===== src/rtl/alu_cmd_issuer_if.sv =====
// Host command/result channels and ALU BEGIN/END operand channel bundled together.
// slave is the issuer's view; master is the host-and-ALU environment's view.
interface alu_cmd_issuer_if;
    logic        cmd_valid;
    logic        cmd_ready;
    logic [7:0]  cmd_x;
    logic [7:0]  cmd_y;
    logic [2:0]  cmd_op;
    logic [7:0]  alu_X;
    logic [7:0]  alu_Y;
    logic [2:0]  alu_op;
    logic        alu_begin;
    logic [15:0] alu_out;
    logic        alu_end;
    logic        res_valid;
    logic        res_ready;
    logic [15:0] res_data;
    logic [2:0]  res_op;
    logic        res_err;
    logic        busy;

    modport slave (
        input  cmd_valid, cmd_x, cmd_y, cmd_op, alu_out, alu_end, res_ready,
        output cmd_ready, alu_X, alu_Y, alu_op, alu_begin, res_valid, res_data, res_op,
               res_err, busy
    );

    modport master (
        output cmd_valid, cmd_x, cmd_y, cmd_op, alu_out, alu_end, res_ready,
        input  cmd_ready, alu_X, alu_Y, alu_op, alu_begin, res_valid, res_data, res_op,
               res_err, busy
    );
endinterface


===== src/rtl/alu_cmd_issuer.sv =====
// Buffers host ALU commands in a FIFO and issues them one at a time over the
// BEGIN/END handshake, returning each result (or a timeout error) to the host.
module alu_cmd_issuer #(
    parameter int unsigned DEPTH   = 4,
    parameter int unsigned TIMEOUT = 64
) (
    input logic              clk,
    input logic              resetn,
    alu_cmd_issuer_if.slave  bus
);
    localparam int unsigned AW = $clog2(DEPTH);
    localparam int unsigned CW = $clog2(TIMEOUT);

    typedef enum logic [2:0] {StIdle, StIssue, StWait, StResp, StDrain} state_e;

    state_e        r_state;
    state_e        w_state_nxt;
    logic [18:0]   r_mem [DEPTH];
    logic [AW:0]   r_wr_ptr;
    logic [AW:0]   r_rd_ptr;
    logic [CW-1:0] r_cnt;
    logic [7:0]    r_x;
    logic [7:0]    r_y;
    logic [2:0]    r_op;
    logic [15:0]   r_res_data;
    logic [2:0]    r_res_op;
    logic          r_res_err;

    logic          w_full;
    logic          w_empty;
    logic          w_push;
    logic          w_pop;
    logic          w_cap_ok;
    logic          w_cap_to;
    logic          w_cnt_max;
    logic [18:0]   w_head;

    assign w_full    = (r_wr_ptr[AW] != r_rd_ptr[AW]) &&
                       (r_wr_ptr[AW-1:0] == r_rd_ptr[AW-1:0]);
    assign w_empty   = (r_wr_ptr == r_rd_ptr);
    assign w_push    = bus.cmd_valid && !w_full;
    assign w_head    = r_mem[r_rd_ptr[AW-1:0]];
    assign w_cnt_max = (r_cnt == CW'(TIMEOUT - 1));

    always_ff @(posedge clk) begin
        if (w_push) begin
            r_mem[r_wr_ptr[AW-1:0]] <= {bus.cmd_x, bus.cmd_y, bus.cmd_op};
        end
    end

    always_ff @(posedge clk or negedge resetn) begin
        if (!resetn) begin
            r_wr_ptr <= '0;
            r_rd_ptr <= '0;
        end else begin
            if (w_push) r_wr_ptr <= r_wr_ptr + (AW+1)'(1);
            if (w_pop)  r_rd_ptr <= r_rd_ptr + (AW+1)'(1);
        end
    end

    always_ff @(posedge clk or negedge resetn) begin
        if (!resetn) r_state <= StIdle;
        else         r_state <= w_state_nxt;
    end

    // END beats a coincident timeout; DRAIN holds until a stale END level clears.
    always_comb begin
        w_state_nxt = r_state;
        w_pop       = 1'b0;
        w_cap_ok    = 1'b0;
        w_cap_to    = 1'b0;
        case (r_state)
            StIdle: begin
                if (!w_empty) begin
                    w_pop       = 1'b1;
                    w_state_nxt = StIssue;
                end
            end
            StIssue: w_state_nxt = StWait;
            StWait: begin
                if (bus.alu_end) begin
                    w_cap_ok    = 1'b1;
                    w_state_nxt = StResp;
                end else if (w_cnt_max) begin
                    w_cap_to    = 1'b1;
                    w_state_nxt = StResp;
                end
            end
            StResp:  if (bus.res_ready) w_state_nxt = StDrain;
            StDrain: if (!bus.alu_end)  w_state_nxt = StIdle;
            default: w_state_nxt = StIdle;
        endcase
    end

    // Saturating so a late END can never alias a wrapped count.
    always_ff @(posedge clk or negedge resetn) begin
        if (!resetn) begin
            r_cnt <= '0;
        end else if (r_state == StIssue) begin
            r_cnt <= '0;
        end else if (r_state == StWait && !w_cnt_max) begin
            r_cnt <= r_cnt + CW'(1);
        end
    end

    always_ff @(posedge clk or negedge resetn) begin
        if (!resetn) begin
            r_x        <= '0;
            r_y        <= '0;
            r_op       <= '0;
            r_res_data <= '0;
            r_res_op   <= '0;
            r_res_err  <= 1'b0;
        end else begin
            if (w_pop) begin
                {r_x, r_y, r_op} <= w_head;
            end
            if (w_cap_ok) begin
                r_res_data <= bus.alu_out;
                r_res_op   <= r_op;
                r_res_err  <= 1'b0;
            end else if (w_cap_to) begin
                r_res_data <= '0;
                r_res_op   <= r_op;
                r_res_err  <= 1'b1;
            end
        end
    end

    assign bus.cmd_ready = !w_full;
    assign bus.alu_X     = r_x;
    assign bus.alu_Y     = r_y;
    assign bus.alu_op    = r_op;
    assign bus.alu_begin = (r_state == StIssue);
    assign bus.res_valid = (r_state == StResp);
    assign bus.res_data  = r_res_data;
    assign bus.res_op    = r_res_op;
    assign bus.res_err   = r_res_err;
    assign bus.busy      = (r_state != StIdle);
endmodule


===== src/flat_wrapper.sv =====
// flat-port wrapper written by rule: the top's interface ports become plain ports
module alu_cmd_issuer_flat 
#(
    parameter int unsigned DEPTH   = 4,
    parameter int unsigned TIMEOUT = 64
)
  (clk, resetn, bus_cmd_valid, bus_cmd_x, bus_cmd_y, bus_cmd_op, bus_alu_out, bus_alu_end, bus_res_ready, bus_cmd_ready, bus_alu_X, bus_alu_Y, bus_alu_op, bus_alu_begin, bus_res_valid, bus_res_data, bus_res_op, bus_res_err, bus_busy);
  alu_cmd_issuer_if bus_i ();
  input logic clk;
  input logic resetn;
  input wire logic [$bits(bus_i.cmd_valid)-1:0] bus_cmd_valid;
  input wire logic [$bits(bus_i.cmd_x)-1:0] bus_cmd_x;
  input wire logic [$bits(bus_i.cmd_y)-1:0] bus_cmd_y;
  input wire logic [$bits(bus_i.cmd_op)-1:0] bus_cmd_op;
  input wire logic [$bits(bus_i.alu_out)-1:0] bus_alu_out;
  input wire logic [$bits(bus_i.alu_end)-1:0] bus_alu_end;
  input wire logic [$bits(bus_i.res_ready)-1:0] bus_res_ready;
  output wire logic [$bits(bus_i.cmd_ready)-1:0] bus_cmd_ready;
  output wire logic [$bits(bus_i.alu_X)-1:0] bus_alu_X;
  output wire logic [$bits(bus_i.alu_Y)-1:0] bus_alu_Y;
  output wire logic [$bits(bus_i.alu_op)-1:0] bus_alu_op;
  output wire logic [$bits(bus_i.alu_begin)-1:0] bus_alu_begin;
  output wire logic [$bits(bus_i.res_valid)-1:0] bus_res_valid;
  output wire logic [$bits(bus_i.res_data)-1:0] bus_res_data;
  output wire logic [$bits(bus_i.res_op)-1:0] bus_res_op;
  output wire logic [$bits(bus_i.res_err)-1:0] bus_res_err;
  output wire logic [$bits(bus_i.busy)-1:0] bus_busy;
  assign bus_i.cmd_valid = bus_cmd_valid;
  assign bus_i.cmd_x = bus_cmd_x;
  assign bus_i.cmd_y = bus_cmd_y;
  assign bus_i.cmd_op = bus_cmd_op;
  assign bus_i.alu_out = bus_alu_out;
  assign bus_i.alu_end = bus_alu_end;
  assign bus_i.res_ready = bus_res_ready;
  assign bus_cmd_ready = bus_i.cmd_ready;
  assign bus_alu_X = bus_i.alu_X;
  assign bus_alu_Y = bus_i.alu_Y;
  assign bus_alu_op = bus_i.alu_op;
  assign bus_alu_begin = bus_i.alu_begin;
  assign bus_res_valid = bus_i.res_valid;
  assign bus_res_data = bus_i.res_data;
  assign bus_res_op = bus_i.res_op;
  assign bus_res_err = bus_i.res_err;
  assign bus_busy = bus_i.busy;
  alu_cmd_issuer #(.DEPTH(DEPTH), .TIMEOUT(TIMEOUT)) u_core (.clk(clk), .resetn(resetn), .bus(bus_i));
endmodule

===== config.mk =====
export PLATFORM = sky130hd
export DESIGN_NAME = alu_cmd_issuer_flat
export DESIGN_NICKNAME = d
export VERILOG_FILES = /design/src/rtl/alu_cmd_issuer_if.sv /design/src/rtl/alu_cmd_issuer.sv /design/src/flat_wrapper.sv
export SDC_FILE = /design/constraint.sdc
export NUM_CORES = 1
export LEC_CHECK = 0
export ABC_AREA = 0
export BUFFER_PORTS_ARGS = -buffer_cell sky130_fd_sc_hd__buf_2
export CAP_MARGIN = 20
export CELL_PAD_IN_SITES_DETAIL_PLACEMENT = 0
export CELL_PAD_IN_SITES_GLOBAL_PLACEMENT = 2
export CORE_MARGIN = 2
export CORE_UTILIZATION = 46
export CTS_BUF_LIST = sky130_fd_sc_hd__clkbuf_8
export CTS_CLUSTER_DIAMETER = 80
export DETAILED_ROUTE_END_ITERATION = 10
export PLACE_DENSITY_LB_ADDON = 0.1
export SLEW_MARGIN = 20
export SYNTH_ARGS = -nofsm -noshare
export SYNTH_HDL_FRONTEND = slang
export SYNTH_SLANG_ARGS = --single-unit

===== constraint.sdc =====
create_clock -name clk -period 4 [get_ports clk]
set_input_delay 0.2 -clock clk [delete_from_list [all_inputs] [get_ports clk]]
set_output_delay 0.2 -clock clk [all_outputs]
set_load 0.02 [all_outputs]

==> metrics <==
status=finished, final reports clean; placed cell count=483; initial DRC count=137; Critical Path End Type=flop; site row count=38; gpl congestion=0.7276; area delta synth->final=26.36%; worst path required time=4.03 ns; Port Buf Inserts=82; Post-Route WL=9515 um; H-tree levels=4; Max Fanout on Critical Path=22; P per Cell Area=785.9 nW/um^2; Post-synth EDFFs=76; fmax=428.9 MHz; CTS root buf=clkbuf_8; CP Launch Type=flop; Comb pwr share=35.1%; Layout fillers=826; Die Y-Extent=108.7 um; Syn Nets=313; placed inst area=5592 um^2; cell-internal power=3.299 mW; yosys warns=0; Num Clock Sinks=130; Seq/Total Area, Yosys=72.02%; clock slew at reported path FFs=0.08 ns; cell taking the most area after synthesis=edfxtp_1; CP arrival=2.37 ns; total track usage=17.45%; main area contributors after synthesis=edfxtp_1 45%, dfrtp_1 27%, mux4_2 8.5%; number of global-route vias before repair=2,899; Max clock buf depth=2; Synth top area share=45.24%; Final nets=445; synthesized area=5045 um^2; setup repair bufs after CTS=0; vias per inst=5.054; initial antenna violation count=0; Slew @ Worst Pin=1.043 ns; Crit-path slowest cell=and3_1; Sw Ratio=34.14%; Seq cells post-synth=130; grt total ovfl=0; Crit path max-delay family=simple AND/OR/NAND/NOR gates; DIE AREA=11,820 um^2; Mean Syn Cell Area=18.89 um^2; Pleak=2.540 nW; Clock power frac=23.1%; Crit path largest cell delay=0.88 ns; crit path cell chain=buf_4 -> xnor2_1 -> nand3b_1 -> and3_1; kind of critical path=flop to flop; layout cells sized above 1=40.39%; worst skew pair latency=0.42 ns; Synth async-reset ratio=41.54%; largest net degree at the start of global routing=55; I/O pins=83; post-detail-place hpwl=5514 um; Fin Setup TNS=0 ns; Final Power=5.010 mW; max_cap viols=0; Synth Instances=267; final hold vios=0; top-count cell post-synth=edfxtp_1; Hold Crit Start=bus_alu_end; VDD IR max=0.4009 mV; core box area=10,790 um^2; min Tclk post-route=2.332 ns; relative slew slack=30.50%; RR Startpoint=u_core.r_rd_ptr[1]; final cycle utilization of the critical path=58.29%; vias=2,785; Remaining DRCs=0; worst hold slack=0.08088 ns; starting density of the core=46.74%; CTS tree=done; worst hold-check path type=input port to flop; CTS buffer count=17; Sequential Power Share=41.8%; WL/cell=17.27 um; Detail Route Antenna Nets=0; drt pass-1 iters=4; die width=108.7 um; Finished Layout Cells=551; Worst Skew=0.01558 ns; Resized cells post-CTS=0; Post-Layout Inst Area=6375 um^2; switching pwr=1.711 mW; CP Launch Point=u_core.r_rd_ptr[1]; Unique masters post-synth=38; unrepaired setup endpoints after global routing=false; final-report setup violation count=0; antenna diode count=0; global-route wire length before repair=14,850 um; Post-synth top flop=edfxtp_1; most instantiated cells after synthesis=76 x edfxtp_1, 54 x dfrtp_1, 24 x mux2_2; Pins Over Slew Limit=0; Buf/Inv on CP=1
[state kept, by name, summed over array words and instances (netlist names)]
register and cells:
u_core.bus.res_err 1, u_core.bus.res_data 16, u_core.bus.alu_X 8, u_core.r_rd_ptr 3, u_core.bus.alu_op 3, u_core.bus.alu_Y 8, u_core.r_mem 76, u_core.r_state 3
u_core.r_cnt 6, u_core.bus.res_op 3, u_core.r_wr_ptr 3
[per-stage QoR]
stage	util (%)	worst slack, ns
after floorplan	-	1.976
after CTS	58.97	1.615
final	59.07	1.668
after global routing	59.07	1.476
after detailed placement	51.81	1.625
after global placement	51.81	1.686
[cell families after synthesis]
group | count (synthesis) | synth area share [%]
mux | 44 | 14.04
flops | 130 | 72.02
fa+ha+maj | 6 | 1.488
xor+xnor | 11 | 1.910
buf+inv | 14 | 1.662
simple gates | 32 | 3.423
compound gates | 30 | 5.457
[power by group through the flow]
stage / Sequential (mW) / Combinational [mW] / Clock, mW
CTS: 2.10 / 1.80 / 1.19
global route: 2.15 / 1.92 / 1.26
detailed placement: 2.12 / 1.76 / 0
global placement: 2.11 / 1.74 / 0
floorplan: 2.31 / 1.07 / 0
finish: 2.09 / 1.76 / 1.16
[cell usage in the layout (no fill, tap or decap), drive strengths merged]
| cell | synthesis | routed |
|---|---|---|
| xor2 | 4 | 4 |
| o211ai | 1 | 1 |
| nor3b | 1 | 1 |
| a211oi | 1 | 1 |
| bufinv | 0 | 3 |
| mux2i | 1 | 1 |
| nand4 | 1 | 1 |
| dfrtp | 54 | 54 |
| a311oi | 1 | 1 |
| nor3 | 1 | 1 |
| o21bai | 1 | 1 |
| dlygate4sd3 | 0 | 37 |
| nand3 | 3 | 3 |
| mux2 | 24 | 24 |
| nor2 | 11 | 11 |
| or3 | 1 | 1 |
| buf | 8 | 86 |
| and2 | 1 | 1 |
| a22o | 16 | 16 |
| clkbuf | 2 | 17 |
| or3b | 1 | 1 |
| o21ai | 2 | 2 |
| nand3b | 1 | 1 |
| nand2b | 1 | 1 |
| clkinv | 0 | 5 |
| xnor2 | 7 | 7 |
| o32ai | 2 | 2 |
| a31oi | 2 | 2 |
| a2111oi | 1 | 1 |
| o31ai | 1 | 1 |
| ha | 6 | 6 |
| edfxtp | 76 | 76 |
| mux4 | 19 | 19 |
| clkinvlp | 0 | 2 |
| a21oi | 2 | 2 |
| and3 | 5 | 5 |
| inv | 4 | 8 |
| nand2 | 5 | 5 |
[worst reg2reg max path, cell delays in order, from the launching register on]
cell and delay [ns]:
dfrtp_1 0.32, buf_4 0.32, xnor2_1 0.22, nand3b_1 0.21
and3_1 0.88
[final timing paths]
check	to	slack [ns]	cells past startpoint
worst max-delay path	u_core.r_mem[1][9]	1.67	4
worst min-delay path	u_core.r_state[2]	0.08	3
worst max register to register	u_core.r_mem[1][9]	1.67	4
worst min register to register	u_core.r_wr_ptr[2]	0.49	1
max in group asynchronous	u_core.bus.res_data[9]	3.05	3
min in group asynchronous	u_core.r_cnt[3]	0.45	3
[per-layer routing]
layer,part of all wire [%],track usage (%)
met5,0,0
met4,0.89,6.044
met3,4.6,5.320
met2,48,29.29
met1,46,21.59
[what timing repair did]
action,in CTS,in global routing
hold endpoints to repair,143,4
hold buffers,36,1
endpoints found under the setup margin,0,0
[final cells by class]
type | instances | area, um^2 | share of cell area, %
Timing Repair Buffer | 123 | 810.8 | 12.72
Tap cell | 140 | 175.2 | 2.748
Multi-Input combinational cell | 123 | 1328 | 20.82
Clock inverter | 14 | 178.9 | 2.807
Clock buffer | 17 | 234.0 | 3.670
Sequential cell | 130 | 3633 | 57.00
Inverter | 4 | 15.01 | 0.2355
Power figures use the tool's default switching activity.
